`src/rtl/cog_vid_seq_pkg.sv`:
```
// Shared types for the cog video sequencer: FSM state encoding and colour helpers.
package cog_vid_seq_pkg;

  typedef enum logic [2:0] {
    StIdle    = 3'd0,
    StLoadScl = 3'd1,
    StPrime   = 3'd2,
    StLoadVid = 3'd3,
    StRun     = 3'd4,
    StHalt    = 3'd5
  } state_e;

  // Underrun colour: the blank byte replicated into all four colour slots.
  function automatic logic [31:0] blank_color(input logic [7:0] b);
    return {4{b}};
  endfunction

endpackage

```
`src/rtl/cog_vid_fifo.sv`:
```
// Synchronous FIFO with async active-low clear; read data is the head entry, not prefetched.
module cog_vid_fifo #(
  parameter int unsigned DEPTH = 8,
  parameter int unsigned WIDTH = 64,
  localparam int unsigned AW = $clog2(DEPTH)
) (
  input  logic             clk_cog,
  input  logic             ena,
  input  logic             push,
  input  logic [WIDTH-1:0] wdata,
  input  logic             pop,
  output logic [WIDTH-1:0] rdata,
  output logic [AW:0]      level,
  output logic             full,
  output logic             empty,
  output logic             drop
);

  logic [AW-1:0]    wr_ptr_q, rd_ptr_q;
  logic [AW:0]      level_q;
  logic [WIDTH-1:0] mem_q [DEPTH];
  logic             do_push, do_pop;

  assign empty   = (level_q == '0);
  assign full    = (level_q == (AW+1)'(DEPTH));
  assign do_pop  = pop & ~empty;
  // A pop frees the head slot this cycle, so a push at full is still accepted.
  assign do_push = push & (~full | do_pop);
  assign drop    = push & full & ~do_pop;
  assign rdata   = mem_q[rd_ptr_q];
  assign level   = level_q;

  always_ff @(posedge clk_cog or negedge ena) begin
    if (!ena) begin
      wr_ptr_q <= '0;
      rd_ptr_q <= '0;
      level_q  <= '0;
    end else begin
      if (do_push) wr_ptr_q <= wr_ptr_q + 1'b1;
      if (do_pop)  rd_ptr_q <= rd_ptr_q + 1'b1;
      case ({do_push, do_pop})
        2'b10:   level_q <= level_q + 1'b1;
        2'b01:   level_q <= level_q - 1'b1;
        default: level_q <= level_q;
      endcase
    end
  end

  always_ff @(posedge clk_cog) begin
    if (do_push) mem_q[wr_ptr_q] <= wdata;
  end

endmodule

```
`src/rtl/cog_vid_seq.sv`:
```
// Cog video sequencer: buffers pixel/colour pairs, programs VSCL/VCFG and feeds the
// video generator one pair per rising ack, flagging underrun/overflow.
module cog_vid_seq
  import cog_vid_seq_pkg::*;
#(
  parameter int unsigned DEPTH = 8,
  parameter int unsigned LW    = 10,
  localparam int unsigned AW   = $clog2(DEPTH)
) (
  input  logic          clk_cog,
  input  logic          ena,
  input  logic          start,
  input  logic          stop,
  input  logic [31:0]   cfg_vid,
  input  logic [31:0]   cfg_scl,
  input  logic [LW-1:0] line_words,
  input  logic [7:0]    blank,
  input  logic          push,
  input  logic [31:0]   push_pixel,
  input  logic [31:0]   push_color,
  input  logic          ack,
  output logic          setscl,
  output logic          setvid,
  output logic [31:0]   data,
  output logic [31:0]   pixel,
  output logic [31:0]   color,
  output logic [AW:0]   level,
  output logic          full,
  output logic          busy,
  output logic          line_done,
  output logic          underrun,
  output logic          overflow
);

  state_e        state_q;
  logic          ack_q, ack_edge;
  logic [LW-1:0] word_cnt_q;
  logic          last_word;
  logic          fifo_pop, fifo_empty, fifo_drop;
  logic [63:0]   fifo_rdata;

  assign ack_edge  = ack & ~ack_q;
  // line_words==0 wraps to all-ones, giving a 2^LW line length.
  assign last_word = (word_cnt_q == line_words - 1'b1);
  assign busy      = (state_q != StIdle);
  assign fifo_pop  = ~fifo_empty & ~stop &
                     ((state_q == StPrime) | ((state_q == StRun) & ack_edge));

  cog_vid_fifo #(
    .DEPTH (DEPTH),
    .WIDTH (64)
  ) u_fifo (
    .clk_cog (clk_cog),
    .ena     (ena),
    .push    (push),
    .wdata   ({push_pixel, push_color}),
    .pop     (fifo_pop),
    .rdata   (fifo_rdata),
    .level   (level),
    .full    (full),
    .empty   (fifo_empty),
    .drop    (fifo_drop)
  );

  always_ff @(posedge clk_cog or negedge ena) begin
    if (!ena) begin
      state_q    <= StIdle;
      ack_q      <= 1'b0;
      word_cnt_q <= '0;
      setscl     <= 1'b0;
      setvid     <= 1'b0;
      data       <= '0;
      pixel      <= '0;
      color      <= '0;
      line_done  <= 1'b0;
      underrun   <= 1'b0;
      overflow   <= 1'b0;
    end else begin
      ack_q     <= ack;
      setscl    <= 1'b0;
      setvid    <= 1'b0;
      data      <= '0;
      line_done <= 1'b0;
      if (stop && state_q != StIdle) begin
        // Disable strobe: setvid with zero data, pixel/colour hold.
        state_q <= StHalt;
        setvid  <= 1'b1;
      end else begin
        unique case (state_q)
          StIdle: begin
            if (start) begin
              state_q    <= StLoadScl;
              setscl     <= 1'b1;
              data       <= cfg_scl;
              underrun   <= 1'b0;
              overflow   <= 1'b0;
              word_cnt_q <= '0;
            end
          end
          StLoadScl: state_q <= StPrime;
          StPrime: begin
            if (!fifo_empty) begin
              pixel   <= fifo_rdata[63:32];
              color   <= fifo_rdata[31:0];
              state_q <= StLoadVid;
              setvid  <= 1'b1;
              data    <= cfg_vid;
            end
          end
          StLoadVid: state_q <= StRun;
          StRun: begin
            if (ack_edge) begin
              if (fifo_empty) begin
                pixel    <= '0;
                color    <= blank_color(blank);
                underrun <= 1'b1;
              end else begin
                pixel <= fifo_rdata[63:32];
                color <= fifo_rdata[31:0];
              end
              if (last_word) begin
                word_cnt_q <= '0;
                line_done  <= 1'b1;
              end else begin
                word_cnt_q <= word_cnt_q + 1'b1;
              end
            end
          end
          StHalt:  state_q <= StIdle;
          default: state_q <= StIdle;
        endcase
      end
      if (fifo_drop) overflow <= 1'b1;
    end
  end

endmodule

```
`config.mk`:
```
export PLATFORM = sky130hd
export DESIGN_NAME = cog_vid_seq
export DESIGN_NICKNAME = d
export VERILOG_FILES = /design/src/rtl/cog_vid_seq_pkg.sv /design/src/rtl/cog_vid_fifo.sv /design/src/rtl/cog_vid_seq.sv
export SDC_FILE = /design/constraint.sdc
export NUM_CORES = 1
export LEC_CHECK = 0
export CAP_MARGIN = 20
export CORE_UTILIZATION = 55
export DETAILED_ROUTE_END_ITERATION = 10
export PLACE_DENSITY_LB_ADDON = 0.1
export SYNTH_ARGS = -nofsm -noshare
export SYNTH_HDL_FRONTEND = slang
export SYNTH_SLANG_ARGS = --single-unit
```
`constraint.sdc`:
```
create_clock -name clk_cog -period 10.2 [get_ports clk_cog]
set_input_delay 2.55 -clock clk_cog [delete_from_list [all_inputs] [get_ports clk_cog]]
set_output_delay 2.55 -clock clk_cog [all_outputs]
set_load 0.02 [all_outputs]
```
Word-level counts from Yosys, hierarchy flattened

Memory sizes are Yosys's and may differ from the RTL's.
Cells that the tools add are included.

Register bits: 125
Memory bits (writable): 512
Input bits: 152
Output and inout bits: 107
Memories kept: 1

Memory list:

| memory       | words | bits a word | rd ports | clocked after Yosys merged registers in | write ports | line               | RTL |
|---|---|---|---|---|---|---|---|
| u_fifo.mem_q | 8     | 64          | 1        | 0                                       | 1           | cog_vid_fifo.sv:21 | `logic [WIDTH-1:0] mem_q [DEPTH];` |

Add/subtract/negate cells: 6
Eq/ne operators: 16
Muxes and demuxes: 40
Bitwise logic cells: 16
Reductions and logical operators: 14

Operator list:

| kind                                                | count |
|---|---|
| 2-to-1 mux 32 bit                                   | 9 |
| case mux 32 bit (2 select lines)                    | 3 |
| 2-to-1 mux 10 bit                                   | 3 |
| case mux 10 bit (2 select lines)                    | 1 |
| 2-to-1 mux 1 bit                                    | 18 |
| case mux 3 bit (5 select lines)                     | 1 |
| adder 10 x 1 -> 10 bit (second input constant)      | 1 |
| == test 10 bit                                      | 1 |
| != test 2 bit (second input constant)               | 5 |
| nonzero test 2 bit                                  | 5 |
| subtractor 10 x 1 -> 10 bit (second input constant) | 1 |
| 2-to-1 mux 3 bit                                    | 3 |
| bitwise AND 1 bit                                   | 8 |
| case mux 4 bit (2 select lines)                     | 1 |
| AND reduction 4 bit                                 | 2 |
| adder 3 x 1 -> 3 bit (second input constant)        | 2 |
| == test 3 x 2 -> 1 bit (second input constant)      | 2 |
| inverter 1 bit                                      | 6 |
| AND reduction 3 bit                                 | 2 |
| AND reduction 5 bit                                 | 1 |
| adder 4 x 1 -> 4 bit (second input constant)        | 1 |
| == test 4 bit (second input constant)               | 1 |
| zero test 4 bit                                     | 1 |
| subtractor 4 x 1 -> 4 bit (second input constant)   | 1 |
| 12 further kinds                                    | 13 |

Longest topological paths before layout

Gate-level depths: netlist of the first run.

Depth after elaboration: 10
Depth in mapped cells: 10

Hierarchy

From an unflattened synthesis of the first run, not the netlist that was laid out.

Cells, all modules: 1376
Area total of the unflattened synthesis: 25000.2 µm²

By module, submodules not included:

| module       | instances | cells an instance | area an instance (µm²) | seq. area each (µm²) |
|---|---|---|---|---|
| cog_vid_fifo | 1         | 827               | 19907.8                | 15625.0 |
| cog_vid_seq  | 1         | 549               | 5092.4                 | 2877.8 |

Least setup slack after synthesis of the first run

No wires, ideal clock.

Kind: in2reg
Start point: input stop
End point: memory u_fifo.mem_q[1][0], enable pin
Arrival time: 9.690 ns
Slack: -0.157 ns
Stages: 6
Buffers on the path: 1
Cell sequence: clkbuf_1 -> nor2_1 -> o21ai_2 -> nand2_1 -> nand2_1 -> nor4b_1

Longest elaborated chain between the ends: 8

Ends and longest elaborated chain:

| element                                | line               | RTL |
|---|---|---|
| from (decl)                            | cog_vid_seq.sv:13  | `input logic stop,` |
| inverter 1 bit                         | cog_vid_seq.sv:46  | `assign fifo_pop = ~fifo_empty & ~stop &` |
| bitwise AND 1 bit (2 in series)        | cog_vid_seq.sv:46  |  |
| bitwise AND 1 bit                      | cog_vid_fifo.sv:26 | `assign do_pop = pop & ~empty;` |
| OR 1 bit                               | cog_vid_fifo.sv:28 | `assign do_push = push & (~full \| do_pop);` |
| bitwise AND 1 bit                      | cog_vid_fifo.sv:28 |  |
| 2-to-1 mux 1 bit                       | cog_vid_fifo.sv:50 | `if (do_push) mem_q[wr_ptr_q] <= wdata;` |
| 2-to-1 mux 1 bit (not written as such) | cog_vid_fifo.sv:50 |  |
| to (decl)                              | cog_vid_fifo.sv:21 |  |

No other way between the ends.

Worst setup path in the final report of the first run

Start point: register u_fifo.level_q[0], in the netlist u_fifo.level[0]
End point: output full

Longest elaborated chain between the ends: 1

Ends and longest elaborated chain:

| element                | line               | RTL |
|---|---|---|
| from (decl)            | cog_vid_fifo.sv:20 | `logic [AW:0] level_q;` |
| from (signal assigned) | cog_vid_fifo.sv:42 | `2'b10: level_q <= level_q + 1'b1;` |
| from (signal assigned) | cog_vid_fifo.sv:43 | `2'b01: level_q <= level_q - 1'b1;` |
| from (signal assigned) | cog_vid_fifo.sv:44 | `default: level_q <= level_q;` |
| == test 4 bit          | cog_vid_fifo.sv:25 | `assign full = (level_q == (AW+1)'(DEPTH));` |
| to (decl)              | cog_vid_seq.sv:28  | `output logic full,` |

No other way between the ends.

==> qor.yml, run 1 <==
tightest_slew_ns: 1.12
crit_type: "reg2out"
min_period_ns: 5.16
tritoncts: "done"
status: "finished clean"
cts.sinks: 637
fin_area_sq_um: 30100
ir_worst_vdd_v: 0.000160
dpl_cell_area_sq_um: 28000
hold_depth: 2
start_kind: "flip-flop"
start_util_pct: 55.9
reg2reg_depth: 6
syn_inst: 1307
clk_latency_ns: 0.62
clk_path_buf_depth: 3
cp-end-kind: "primary output"
place_congestion: 0.840
rsz0062_at_grt: "no"
vias: 13016
wl_per_cell_microns: 23.7
cts_made_buffers: 61
crit_chain: "nor4b_1 -> clkdlybuf4s50_1"
drt_iter0_markers: 959
hold_class: "reg2reg"
crit_slowest_cell: "clkdlybuf4s50_1"
cts_hold_buf: 0
remaining_drc_errors: 0
timing.setup.tns_ns: 0
h-tree-depth: 2
antenna_found_initial: 9
grt_max_degree: 73
leakagePower_uw: 0.0103
critPathMaxStageDelay_ns: 0.78
syn_nets: 1466
grtUsageTotal_pct: 23.5
clk_pin_slew_ns: 0.06
ys_warn_count: 0
dp_hpwl_microns: 30300
finalMaxSlewViolations: 0
cts_setup_buffers: 0
io_pins: 259
ff2ff_setup_slack_ns: 6.76
grt-ovfl-total: 0
viasPerCell: 5.83
maxCapViolations: 0
synth_top_area_share_pct: 62.1
ys_types: 63
rows: 77
min_from: "pixel[0]$_DFFE_PN0P_"
syn-cell-area_sq_um: 24800
cts_root_buf: "clkbuf_16"
nets: 1740
yosysSeqAreaShare_pct: 74.7
dieArea_sq_um: 45900
areaGrowthSynthToFinish_pct: 21.6
grt_pass1_wl_microns: 81000
drive_gt1_share_pct: 17.5
grt_pass1_vias: 13538
cts.repair.resized: 0
hold_end: "pixel[0]$_DFFE_PN0P_"
firstDrtPassIters: 5
setup_viol: 0
cp_max_fo: 6
ys_top_cells_by_area: "edfxtp_1 (62%), dfrtp_1 (13%), mux4_2 (12%), mux2i_1 (2.7%), nand2_1 (1.5%)"
syn_avg_cell_area_sq_um: 19.0
synth_enable_flop_cells: 512
coreArea_sq_um: 44300
yosysTopAreaCell: "edfxtp_1"
r2r-start: "u_fifo.rd_ptr_q[0]$_DFFE_PN0N_"
min_period_over_period_pct: 50.6
synth-main-ff-cell: "edfxtp_1"
cp.required_ns: 7.65
die_y_microns: 214
cp.arrival_ns: 2.61
routed_wl_microns: 53000
hold_viol_final: 0
powerDensity_nw_per_um2: 265
die_x_microns: 214
ant_nets: 0
whs_ns: 0.484
fin_skew_ns: 0.0274
ys_ff_latch: 637
reg2reg_to: "color[21]$_DFFE_PN0P_"
portBuffers: 258
max_slew_margin_pct: 25.2
ys_async_sr_fraction_pct: 19.6
clock.fmax_mhz: 194
## cells by family (layout without fill, tap and decap cells)
group | after synthesis | count (layout) | share of synthesized area (%)
simple gates | 211 | 211 | 4.08
other cells | 0 | 7 | 0
xor+xnor | 18 | 18 | 0.636
flops | 637 | 637 | 74.7
compound gates | 149 | 149 | 4.31
buf+inv | 89 | 415 | 1.53
fa+ha+maj | 7 | 7 | 0.384
mux | 196 | 196 | 14.4
## area by class of cell
class | instances | area, sq um
Fill cell | 2944 | 14200
Clock inverter | 34 | 332
Antenna cell | 7 | 17.5
Clock buffer | 81 | 1710
Inverter | 17 | 63.8
Tap cell | 592 | 741
Timing Repair Buffer | 283 | 2790
Multi-Input combinational cell | 581 | 5960
Sequential cell | 637 | 18500
## worst max-delay path by stage
stage                                               end                   startpoint  cells past startpoint  slack, ns
after detailed placement  u_fifo.mem_q[6][21]$_DFFE_PP_                          ack                      7       4.52
after floorplan            u_fifo.mem_q[0][0]$_DFFE_PP_                         stop                      6       0.38
after global routing                               full  u_fifo.level[0]$_DFFE_PN0P_                      2       4.82
final                                              full  u_fifo.level[0]$_DFFE_PN0P_                      2       5.04
after CTS                                          full  u_fifo.level[0]$_DFFE_PN0P_                      2       5.02
after global placement    u_fifo.mem_q[6][19]$_DFFE_PP_                          ack                      7       4.65
## routing by layer
| metal | share of wire (%) | wire length (microns) | global-route usage, % |
|---|---|---|---|
| met1 | 42 | 22400 | 32.5 |
| met2 | 50 | 26300 | 38.3 |
| met3 | 5.7 | 3010 | 4.45 |
| met4 | 2.3 | 1220 | 7.79 |
| met5 | 0.064 | 34 | 0 |
## critical path, delay by kind of cell (launching register included)
| family | cells | cell delay (ns) |
|---|---|---|
| buffers and inverters | 1 | 0.78 |
| and+or+nand+nor | 1 | 0.76 |
| DFF | 1 | 0.48 |
## flip-flops by register name, indices dropped and copies added (netlist names)
signal and flops:
color 32, line_done 1, u_fifo.level 4, data 32, overflow 1, state_q 3, u_fifo.mem_q 512, pixel 32
setvid 1, u_fifo.wr_ptr_q 3, underrun 1, setscl 1, word_cnt_q 10, ack_q 1, u_fifo.rd_ptr_q 3
## cell usage after synthesis, types with 2 or more instances
library cell / n
a22o_1: 35
nor4b_1: 3
buf_2: 26
or2_2: 5
or3_1: 2
a22oi_1: 32
nor3b_1: 3
nor2b_1: 5
o21ai_0: 44
nor4_4: 2
nand3_1: 12
buf_1: 3
nor4_1: 2
mux2i_1: 67
xor2_1: 5
xnor2_1: 13
mux4_2: 128
o21ai_1: 3
o211ai_1: 5
and2_1: 3
ha_1: 6
buf_4: 3
dfrtp_1: 125
a21o_1: 2
o2111ai_1: 2
inv_1: 17
nand4_1: 2
nor3_1: 10
a21oi_1: 7
o221ai_1: 2
edfxtp_1: 512
nand2_1: 99
nand3b_1: 2
nor2_2: 2
o31ai_1: 2
nor2_1: 48
clkbuf_1: 40
o21ai_2: 3
## cell usage in the layout (no fill, tap or decap), types with 3 or more instances in the layout
master	instances
edfxtp_1	512
clkdlybuf4s50_1	257
mux4_2	128
dfrtp_1	122
nand2_1	99
mux2i_1	67
clkbuf_16	61
nor2_1	47
o21ai_0	44
a22o_1	35
a22oi_1	32
buf_4	24
inv_1	17
clkinv_2	14
xnor2_1	13
nand3_1	12
clkbuf_8	11
clkbuf_1	9
diode_2	7
nor3_1	7
a21oi_1	7
clkinv_1	7
ha_1	6
bufinv_16	6
nor2b_1	5
xor2_1	5
or2_2	5
o211ai_1	5
clkinvlp_4	5
and2_1	3
nor3_2	3
nor3b_2	3
o21ai_1	3
dfrtp_4	3
## stage by stage
stage               utilization, %  worst slack, ns  cells  power [uW]
CTS                           67.9             5.02   2224        8080
global placement              63.3             4.65   2109        5770
floorplan                        -            0.384   1307        5030
finish                        68.0             5.04   2232        8000
global route                  68.0             4.82   2230        8360
detailed placement            63.3             4.52   2109        5820
## report_power, final
part	internal, uW	switching [uW]	total [uW]
registers	3270	273	3550
logic	1050	1140	2190
clock network	1330	934	2260
(Power assumes the default switching activity.)
==> run 2: changes to the inputs <==
==> constraint.sdc (replaced) <==
create_clock -name clk_cog -period 5.38 [get_ports clk_cog]
set_input_delay 1.345 -clock clk_cog [delete_from_list [all_inputs] [get_ports clk_cog]]
set_output_delay 1.345 -clock clk_cog [all_outputs]
set_load 0.02 [all_outputs]
==> run 2 against run 1 <==
Via count hardly changed. Register-to-register slack worse by 4.2 ns. Clock power rose by 100%. Critical endpoint unchanged. Highest routed layer unchanged.
==> qor.yml, run 2 (synthesized netlist as in run 1, its figures left out) <==
clk_pin_slew_ns: 0.06  # about the same
clk_path_buf_depth: 3  # unchanged
nets: 1742  # +0.11%
layout_common_cells: "edfxtp_1 (512), clkdlybuf4s50_1 (257), mux4_2 (128)"
grt_pass1_vias: 13688  # +1.1%
tritoncts: "done"
pre_cts_ws_ns: 1.18  # -3.34 ns
start_util_pct: 55.9  # unchanged
fin_area_sq_um: 30400  # +0.79%
powerDensity_nw_per_um2: 509  # +92%
dpl_cell_area_sq_um: 28100  # +0.31%
drive_gt1_share_pct: 17.7  # +0.15 points
r2r-start: "state_q[1]$_DFFE_PN0P_"
hold_viol_final: 0  # unchanged
rsz0062_at_grt: "no"
regMostFlops: "u_fifo.mem_q"
dieArea_sq_um: 45900  # unchanged
clock.fmax_mhz: 253
crit_type: "reg2out"
hold_end: "pixel[11]$_DFFE_PN0P_"
die_y_microns: 214  # unchanged
min_period_over_period_pct: 73.6
place_congestion: 0.846  # +0.73%
cts.repair.resized: 0  # unchanged
viasPerCell: 5.82  # -0.12%
hold_depth: 2  # unchanged
start_kind: "flip-flop"
drt_iter0_markers: 921  # -4.0%
firstDrtPassIters: 7  # +2
setup_viol: 0  # unchanged
ir_worst_vdd_v: 0.000370  # +130%
cts_hold_buf: 0  # unchanged
cp.required_ns: 4.03  # -3.62 ns
cp-end-kind: "primary output"
status: "finished clean"
fin_ws_ns: 1.42  # -3.62 ns
remaining_drc_errors: 0  # unchanged
min_period_ns: 3.96
tightest_slew_ns: 1.10  # -0.0209 ns
cts_root_buf: "clkbuf_16"
fin_skew_ns: 0.0314  # +0.00402 ns
finalMaxSlewViolations: 0  # unchanged
grtUsageTotal_pct: 23.4  # -0.10 points
critPathLaunch: "u_fifo.level[0]$_DFFE_PN0P_"
p_total_uw: 15500  # +93%
grt_max_degree: 86  # +18%
coreArea_sq_um: 44300  # unchanged
cts_made_buffers: 61  # unchanged
io_pins: 259  # unchanged
fin_util_pct: 68.5  # +0.54 points
largest_reg_flops: 512  # unchanged
clk_latency_ns: 0.64  # +0.02 ns
routed_wl_microns: 52400  # -1.1%
h-tree-depth: 2  # unchanged
reg2reg_depth: 6  # unchanged
leakagePower_uw: 0.0104  # +1.0%
grt_pass1_wl_microns: 81500  # +0.66%
numPlacedInstances: 2111  # +0.095%
dp_hpwl_microns: 30700  # +1.2%
cts.sinks: 637  # unchanged
areaGrowthSynthToFinish_pct: 22.6
antenna_found_initial: 11  # +2
cp.arrival_ns: 2.61  # about the same
ant_nets: 0  # unchanged
hold_class: "reg2reg"
cp_max_fo: 6  # unchanged
fin_cells: 2234  # +0.090%
wl_per_cell_microns: 23.4  # -1.2%
ff2ff_setup_slack_ns: 2.53  # -4.23 ns
min_from: "pixel[11]$_DFFE_PN0P_"
cts_setup_buffers: 0  # unchanged
vias: 13012  # -0.031%
die_x_microns: 214  # unchanged
grt-ovfl-total: 0  # unchanged
rows: 77  # unchanged
max_slew_margin_pct: 26.6  # +1.4 points
layout_commonest_cell: "edfxtp_1"
portBuffers: 258  # unchanged
maxCapViolations: 0  # unchanged
reg2reg_to: "u_fifo.mem_q[6][12]$_DFFE_PP_"
-- run 2: cell count changes in the layout (fill, tap and decap cells not counted), sizes merged --
cell / change
bufinv: +4
clkinvlp: -4
clkinv: +3
buf: +2
clkbuf: -1
diode: -1
inv: -1
-- run 2: final cells by class --
type	count	area, sq um
Fill cell	2914	14000
Inverter	17	63.8
Clock buffer	80	1710
Clock inverter	36	489
Tap cell	592	741
Multi-Input combinational cell	581	5970
Antenna cell	6	15.0
Sequential cell	637	18500
Timing Repair Buffer	285	2870
-- run 2: per-layer routing --
metal,up-vias,part of all wire (%),global-route usage (%)
met3,80,6.5,5.69
li1,5762,-,-
met1,6770,41,31.3
met2,390,51,39.0
met5,-,0.14,0
met4,10,1.7,6.05
-- run 2: worst max-delay path, stage by stage, from the launching register on --
cell and delay [ns]:
dfrtp_1 0.47, nor4b_1 0.75, clkdlybuf4s50_1 0.78
-- run 2: worst max-delay path by stage --
stage,to,slack (ns)
global route,full,1.29
global placement,u_fifo.mem_q[6][22]$_DFFE_PP_,1.21
detailed placement,u_fifo.mem_q[6][22]$_DFFE_PP_,1.18
floorplan,u_fifo.mem_q[3][0]$_DFFE_PP_,-2.14
CTS,full,1.37
finish,full,1.42
-- run 2: power by group --
group / total, uW / switching (uW) / internal [uW]
Combinational: 4140 / 2110 / 2030
Sequential: 6790 / 590 / 6200
Clock: 4550 / 1820 / 2730
Total: 15500 / 4520 / 11000
-- run 2: through the flow --
stage | hold WS, ns | TNS, ns
detailed placement | 0.470 | 0
global placement | 0.464 | 0
floorplan | 0.512 | -628.00
global route | 0.504 | 0
finish | 0.478 | 0
CTS | 0.484 | 0
